$ cat config.mk
export PLATFORM = sky130hd
export DESIGN_NAME = uart_tx_engine
export DESIGN_NICKNAME = d
export VERILOG_FILES = /design/src/rtl/uart_pkg.sv /design/src/rtl/uart_baud_counter.sv /design/src/rtl/uart_tx_engine.sv
export SDC_FILE = /design/constraint.sdc
export NUM_CORES = 1
export LEC_CHECK = 0
export ABC_CLOCK_PERIOD_IN_PS = 4800
export CAP_MARGIN = 20
export CORE_ASPECT_RATIO = 0.9
export CORE_MARGIN = 2
export CORE_UTILIZATION = 45
export CTS_CLUSTER_SIZE = 24
export DETAILED_ROUTE_END_ITERATION = 12
export REMOVE_ABC_BUFFERS = 1
export SLEW_MARGIN = 10
export SYNTH_ARGS = -nofsm -noshare
export SYNTH_HDL_FRONTEND = slang
export SYNTH_SLANG_ARGS = --single-unit
$ cat constraint.sdc
create_clock -name clk -period 4.8 [get_ports clk]
set_input_delay 0.96 -clock clk [delete_from_list [all_inputs] [get_ports clk]]
set_output_delay 0.96 -clock clk [all_outputs]
set_load 0.01 [all_outputs]
$ cat src/rtl/uart_pkg.sv
// Shared UART definitions: FSM encoding, frame geometry and baud divisor helper.
package uart_pkg;

  typedef enum logic [1:0] {
    ST_IDLE  = 2'd0,
    ST_START = 2'd1,
    ST_DATA  = 2'd2,
    ST_STOP  = 2'd3
  } uart_state_t;

  localparam int FRAME_BITS = 10;
  localparam int DATA_BITS  = 8;

  function automatic int cycles_per_bit(input int clock_freq, input int baud_rate);
    return clock_freq / baud_rate;
  endfunction

endpackage

$ cat src/rtl/uart_baud_counter.sv
// Bit-period tick generator: counts 0..CYCLES_PER_BIT-1 while enabled, tick on the last count.
// Synchronous clear wins over enable; shared by the transmit and receive engines.
module uart_baud_counter #(
  parameter int CYCLES_PER_BIT = 434,
  localparam int CNT_W = $clog2(CYCLES_PER_BIT)
) (
  input  logic             clk,
  input  logic             rst,
  input  logic             i_clr,
  input  logic             i_en,
  output logic             o_tick,
  output logic [CNT_W-1:0] o_cnt
);

  localparam logic [CNT_W-1:0] LAST = CNT_W'(CYCLES_PER_BIT - 1);

  logic [CNT_W-1:0] r_cnt;
  logic             w_last;

  assign w_last = (r_cnt == LAST);

  always_ff @(posedge clk or negedge rst) begin
    if (!rst) begin
      r_cnt <= '0;
    end else if (i_clr) begin
      r_cnt <= '0;
    end else if (i_en) begin
      r_cnt <= w_last ? '0 : r_cnt + 1'b1;
    end
  end

  assign o_tick = i_en & w_last;
  assign o_cnt  = r_cnt;

endmodule

$ cat src/rtl/uart_tx_engine.sv
// 8N1 serial transmitter: start bit appears the cycle after accept, frame lasts 10*CYCLES_PER_BIT cycles.
// Registered ready reasserts in the last stop-bit cycle so held-valid producers stream with no gap.
module uart_tx_engine
  import uart_pkg::*;
#(
  parameter int CLOCK_FREQ = 50_000_000,
  parameter int BAUD_RATE  = 115_200
) (
  input  logic       clk,
  input  logic       rst,
  input  logic [7:0] data_in,
  input  logic       data_in_valid,
  output logic       data_in_ready,
  output logic       serial_out,
  output logic       tx_busy
);

  localparam int CYCLES_PER_BIT = cycles_per_bit(CLOCK_FREQ, BAUD_RATE);
  localparam int CNT_W          = $clog2(CYCLES_PER_BIT);

  generate
    if (CYCLES_PER_BIT < 2) begin : g_cpb_check
      $error("uart_tx_engine: CLOCK_FREQ/BAUD_RATE must be at least 2");
    end
  endgenerate

  localparam logic [CNT_W-1:0] CNT_PRE_LAST = CNT_W'(CYCLES_PER_BIT - 2);
  localparam logic [3:0]       LAST_DATA    = 4'(DATA_BITS);

  uart_state_t           r_state;
  uart_state_t           w_state_nxt;
  logic [FRAME_BITS-1:0] r_shift;
  logic [3:0]            r_bit_idx;
  logic                  r_serial;
  logic                  r_ready;
  logic                  r_busy;

  logic                  w_accept;
  logic                  w_tick;
  logic [CNT_W-1:0]      w_cnt;
  logic                  w_serial_d;
  logic                  w_ready_d;

  assign w_accept = data_in_valid & r_ready;

  uart_baud_counter #(
    .CYCLES_PER_BIT(CYCLES_PER_BIT)
  ) u_baud (
    .clk   (clk),
    .rst   (rst),
    .i_clr (w_accept),
    .i_en  (r_state != ST_IDLE),
    .o_tick(w_tick),
    .o_cnt (w_cnt)
  );

  always_ff @(posedge clk or negedge rst) begin
    if (!rst) begin
      r_state <= ST_IDLE;
    end else begin
      r_state <= w_state_nxt;
    end
  end

  always_comb begin
    w_state_nxt = r_state;
    case (r_state)
      ST_IDLE:  if (w_accept) w_state_nxt = ST_START;
      ST_START: if (w_tick) w_state_nxt = ST_DATA;
      ST_DATA:  if (w_tick && r_bit_idx == LAST_DATA) w_state_nxt = ST_STOP;
      ST_STOP: begin
        if (w_accept) w_state_nxt = ST_START;
        else if (w_tick) w_state_nxt = ST_IDLE;
      end
      default:  w_state_nxt = ST_IDLE;
    endcase
  end

  // The line register takes shift[1], i.e. the LSB the shift register holds after this tick.
  always_comb begin
    w_serial_d = r_serial;
    w_ready_d  = r_ready;
    if (w_accept) begin
      w_serial_d = 1'b0;
      w_ready_d  = 1'b0;
    end else begin
      if (w_tick) w_serial_d = r_shift[1];
      if (r_state == ST_STOP && w_cnt == CNT_PRE_LAST) w_ready_d = 1'b1;
    end
  end

  always_ff @(posedge clk or negedge rst) begin
    if (!rst) begin
      r_shift   <= '0;
      r_bit_idx <= '0;
      r_serial  <= 1'b1;
      r_ready   <= 1'b1;
      r_busy    <= 1'b0;
    end else begin
      r_serial <= w_serial_d;
      r_ready  <= w_ready_d;
      r_busy   <= ~w_ready_d;
      if (w_accept) begin
        r_shift   <= {1'b1, data_in, 1'b0};
        r_bit_idx <= '0;
      end else if (w_tick) begin
        r_shift   <= {1'b1, r_shift[FRAME_BITS-1:1]};
        r_bit_idx <= (r_state == ST_STOP) ? 4'd0 : r_bit_idx + 4'd1;
      end
    end
  end

  assign data_in_ready = r_ready;
  assign serial_out    = r_serial;
  assign tx_busy       = r_busy;

endmodule
== Yosys cells after proc, flatten, opt, wreduce, memory -nomap -nowiden ==
Index checks and enable logic that the tools add are counted.

* Flip-flop bits (word level): 28
* Input bits: 11
* Word-level logic and storage cells: 47

* $add $sub $neg: 2
* Equal/unequal tests: 10
* Mux-type cells: 18
* Bitwise gates (word level): 3
* Reductions and logical operators: 7

{| class="wikitable"
|+ Operator list
! operator !! number
|-
| $mux 9 || 3
|-
| $mux 10 || 2
|-
| $eq 9x9->1 const B || 2
|-
| $mux 4 || 3
|-
| $mux 2 || 5
|-
| $add 9x1->9 const B || 1
|-
| $pmux 2 s4 || 1
|-
| $reduce_bool 2->1 || 3
|-
| $add 4x1->4 const B || 1
|-
| $eq 2x2->1 const B || 2
|-
| $eq 4x4->1 const B || 1
|-
| $mux 1 || 4
|-
| $ne 2x2->1 const B || 2
|-
| $reduce_and 4->1 || 1
|-
| $ne 3x2->1 const B || 1
|-
| $and 1x1->1 || 2
|-
| $eq 2x1->1 const B || 1
|-
| $logic_and 1x1->1 || 2
|-
| $logic_not 2->1 || 1
|-
| $ne 2x1->1 const B || 1
|-
| $not 1->1 || 1
|}

== Depth between registers and ports, before layout ==
* Depth after elaboration: 5
* Gate-level depth with buffers: 7

== Modules after synthesis ==
From an unflattened synthesis, not the netlist that was laid out.

* Cells, all modules: 146
* Area total of the unflattened synthesis: 1510.2 sq um

{| class="wikitable"
|+ By module, submodules not included
! module !! times used !! cells an instance !! area an instance (sq um) !! sequential area each (sq um)
|-
| uart_tx_engine || 1 || 94 || 977.2 || 452.9
|-
| uart_baud_counter || 1 || 52 || 533.0 || 225.2
|}

== Worst setup path before layout ==
Ideal clock, no wire load.

* Path kind: input -> register
* Start point: input data_in_valid
* End point: register r_state[1]
* Data arrival time: 2042 ps
* Required time: 4675 ps
* Path slack: 2633 ps
* Cell stages on the path: 4
* Path through: or4bb_1 > a22oi_1 > o211ai_1 > mux2_2

* Word-level cells in the longest chain between the ends: 3

{| class="wikitable"
|+ Ends and longest elaborated chain
! what !! line !! text
|-
| from (decl) || uart_tx_engine.sv:12 || <nowiki>input logic data_in_valid,</nowiki>
|-
| $and 1x1->1 (*) || uart_tx_engine.sv:44 || <nowiki>assign w_accept = data_in_valid & r_ready;</nowiki>
|-
| $ne 3x2->1 (no line), or another cell as far along || -- ||
|-
| $reduce_and 4->1 (no line) or $pmux 2 s4 (tied branches) || -- ||
|-
| to (signal assigned) || uart_tx_engine.sv:61 || <nowiki>r_state <= w_state_nxt;</nowiki>
|-
| to (decl) || uart_tx_engine.sv:30 || <nowiki>uart_state_t r_state;</nowiki>
|}

Mark *: on every way between the ends. The rest lies on a longest branch, timed or not.
A chain may end at the register's enable or synchronous reset.

== Final worst setup path ==
* Start point: input data_in_valid
* End point: register u_baud.r_cnt[8], in the netlist u_baud.o_cnt[8]

* Word-level cells in the longest chain between the ends: 2

{| class="wikitable"
|+ Ends and longest elaborated chain
! what !! line !! text
|-
| $and 1x1->1 (*) || uart_tx_engine.sv:44 ||
|-
| $mux 9 or $reduce_bool 2->1 (tied branches) || -- ||
|-
| to (signal assigned) || uart_baud_counter.sv:28 || <nowiki>r_cnt <= w_last ? '0 : r_cnt + 1'b1;</nowiki>
|-
| to (decl) || uart_baud_counter.sv:17 || <nowiki>logic [CNT_W-1:0] r_cnt;</nowiki>
|}

Marks and branches as above.

==> reports/results.tsv <==
metric	value	unit
synthArstFlopShare	1.00	
power_frac_comb	0.360	
drc	0	
ant_nets	0	
syn_area_per_cell	9.41	um2
num_rows	20	
finalHoldViolCount	0	
cts_resized	0	
layout.nets	196	
grt_usage	0.183	
p_per_area	434	nW/um2
power.switching	0.291	mW
via_per_inst	5.38	
fp.coreArea	3330	um2
netlist_top_cells_area	dfrtp_1 (41%), ha_1 (7.3%), nand2_1 (6.1%)	
cp_max_fo	22	
hp-class	flip-flop to flip-flop	
synth_top_area_cell	dfrtp_1	
synth_ff_type	dfrtp_1	
rsz0062_at_grt	no	
root_buffer	clkbuf_8	
startpoint_type	primary input	
hpwlAfterDp	2.19	mm
instances_no_fill	219	
layout-drive-gt1-share	0.109	
clk_pin_slew	0.10	ns
synth_cells	164	
post_drt_wl_per_cell	13.7	um
placedCellCount	214	
die_w	65.7	um
grt_max_degree	28	
setup_tns	0	ns
htree_levels	1	
fp.dieArea	3910	um2
synth.distinct_cells	44	
drtIter0Drc	102	
finalSetupViolCount	0	
synth_area	1540	um2
swShare	0.382	
p_leak	0.714	nW
slew_headroom	0.515	
first_global_vias	1171	
tightest_slew	0.726	ns
routabilityCongestion	0.833	
antenna_found_initial	0	
cts_buffers	3	
critical_path_class	primary input to flip-flop	
diodes	0	
pin_count	14	
area_growth	13.6	%
cts_sinks	27	
synth_edf_count	0	
maxCapViolCount	0	
initial_utilization	0.464	
io_buffers	13	
end_kind	flip-flop	
cts_setup_buffers	0	
wl	3.01	mm
yosys.area.top_type_share	0.406	
grt_pass1_wl	5.44	mm
gr-total-overflow	0	
synth_commonest_cells	dfrtp_1 (25), nand2_1 (25), nor2_1 (20)	
required	4.97	ns
first_pass_iters	4	
ys_ff_latch	27	
p_seq_frac	0.454	
cp.arrival	2.84	ns
pwr-share-clk	0.185	
outcome	completed	
fp.dieH	59.5	um
period_share	0.557	
slew_violations	0	
hold_buffers	0	
cts_tree	yes	
fin_worst_skew	0.00549	ns
fmax	374	MHz
p_int	0.470	mW
post-route-min-period	2.67	ns
yosys_warnings	0	
synth-seq-area-share	0.440	
peakVddDrop	0.182	mV
cts_buffer_depth	2	
num_vias	1179	
clk_latency	0.28	ns
layer usage:
layer | routed length [um] | vias to the layer above | track usage
li1 | - | 596 | -
met1 | 1490 | 564 | 0.247
met2 | 1370 | 14 | 0.293
met3 | 86 | 5 | 0.0285
met4 | 51 | 0 | 0.0804
met5 | 0 | - | 0
per-stage QoR:
step                      power (mW)  setup slack, ns  cell area (um2)  hold WS [ns]   util
final                          0.761             2.13             1750         0.478  0.527
after floorplan                0.547             2.59             1500         0.439      -
after global placement         0.613             1.86             1700         0.454  0.509
after detailed placement       0.625             1.81             1700         0.453  0.509
after CTS                      0.766             2.12             1750         0.480  0.524
after global routing           0.825             1.91             1750         0.512  0.527
area by class of cell:
cell class	instances	area (um2)
repair buffers	15	145
flip-flops and latches	27	678
fillers	304	1580
multi-input cells	120	791
well taps	44	55.1
inverters	9	33.8
clock buffers	3	41.3
clock inverters	1	8.76
cell usage in the layout (no fill, tap or decap), types with 2 or more instances in the layout:
| cell | count |
|---|---|
| nand2_1 | 25 |
| dfrtp_1 | 25 |
| nor2_1 | 20 |
| clkdlybuf4s50_1 | 13 |
| inv_1 | 9 |
| ha_1 | 9 |
| nand3_1 | 8 |
| a31oi_1 | 8 |
| a21oi_1 | 6 |
| xnor2_1 | 5 |
| nor3_1 | 3 |
| clkbuf_8 | 3 |
| mux2_2 | 2 |
| nand4b_1 | 2 |
| xor2_1 | 2 |
| o211ai_1 | 2 |
| or2_2 | 2 |
| o21ai_0 | 2 |
| dfstp_2 | 2 |
power by group through the flow:
stage          combinational [mW]  sequential [mW]  clock (mW)
2_1_floorplan               0.216            0.331           0
3_5_place_dp                0.275            0.350           0
5_1_grt                     0.320            0.354       0.151
3_3_place_gp                0.268            0.345           0
4_1_cts                     0.276            0.345       0.145
6_report                    0.274            0.346       0.141
sequential cells by signal, indices dropped and copies added, names as in the netlist:
name / cells
data_in_ready: 1
r_shift: 9
serial_out: 1
r_state: 2
tx_busy: 1
u_baud.o_cnt: 9
r_bit_idx: 4
kinds of logic (layout without fill, tap and decap cells):
kind of cell | Yosys count | count (layout) | share of synthesized area
AOI/OAI and AO/OA | 28 | 28 | 0.134
xor gates and xnor gates | 7 | 7 | 0.0397
adders and majority gates | 9 | 9 | 0.0730
buffers and inverters | 17 | 28 | 0.0479
DFF | 27 | 27 | 0.440
muxes | 4 | 4 | 0.0308
and+or+nand+nor | 72 | 72 | 0.235
critical path, stage by stage:
cell and delay [ns]:
clkdlybuf4s50_1 0.53, nand2_1 0.45, a2111oi_0 0.66, xnor2_1 0.17, nor2_1 0.06
final timing paths:
kind | from | to | slack, ns | depth (start not counted)
max | data_in_valid | u_baud.o_cnt[8] | 2.13 | 5
min | r_shift[9] | r_shift[9] | 0.48 | 1
max reg2reg | u_baud.o_cnt[2] | r_bit_idx[2] | 2.56 | 4
min reg2reg | r_shift[9] | r_shift[9] | 0.48 | 1
max in group asynchronous | rst | data_in_ready | 3.45 | 2
min in group asynchronous | rst | r_bit_idx[2] | 1.04 | 2
Note: power is estimated with default switching activity, not from simulation.
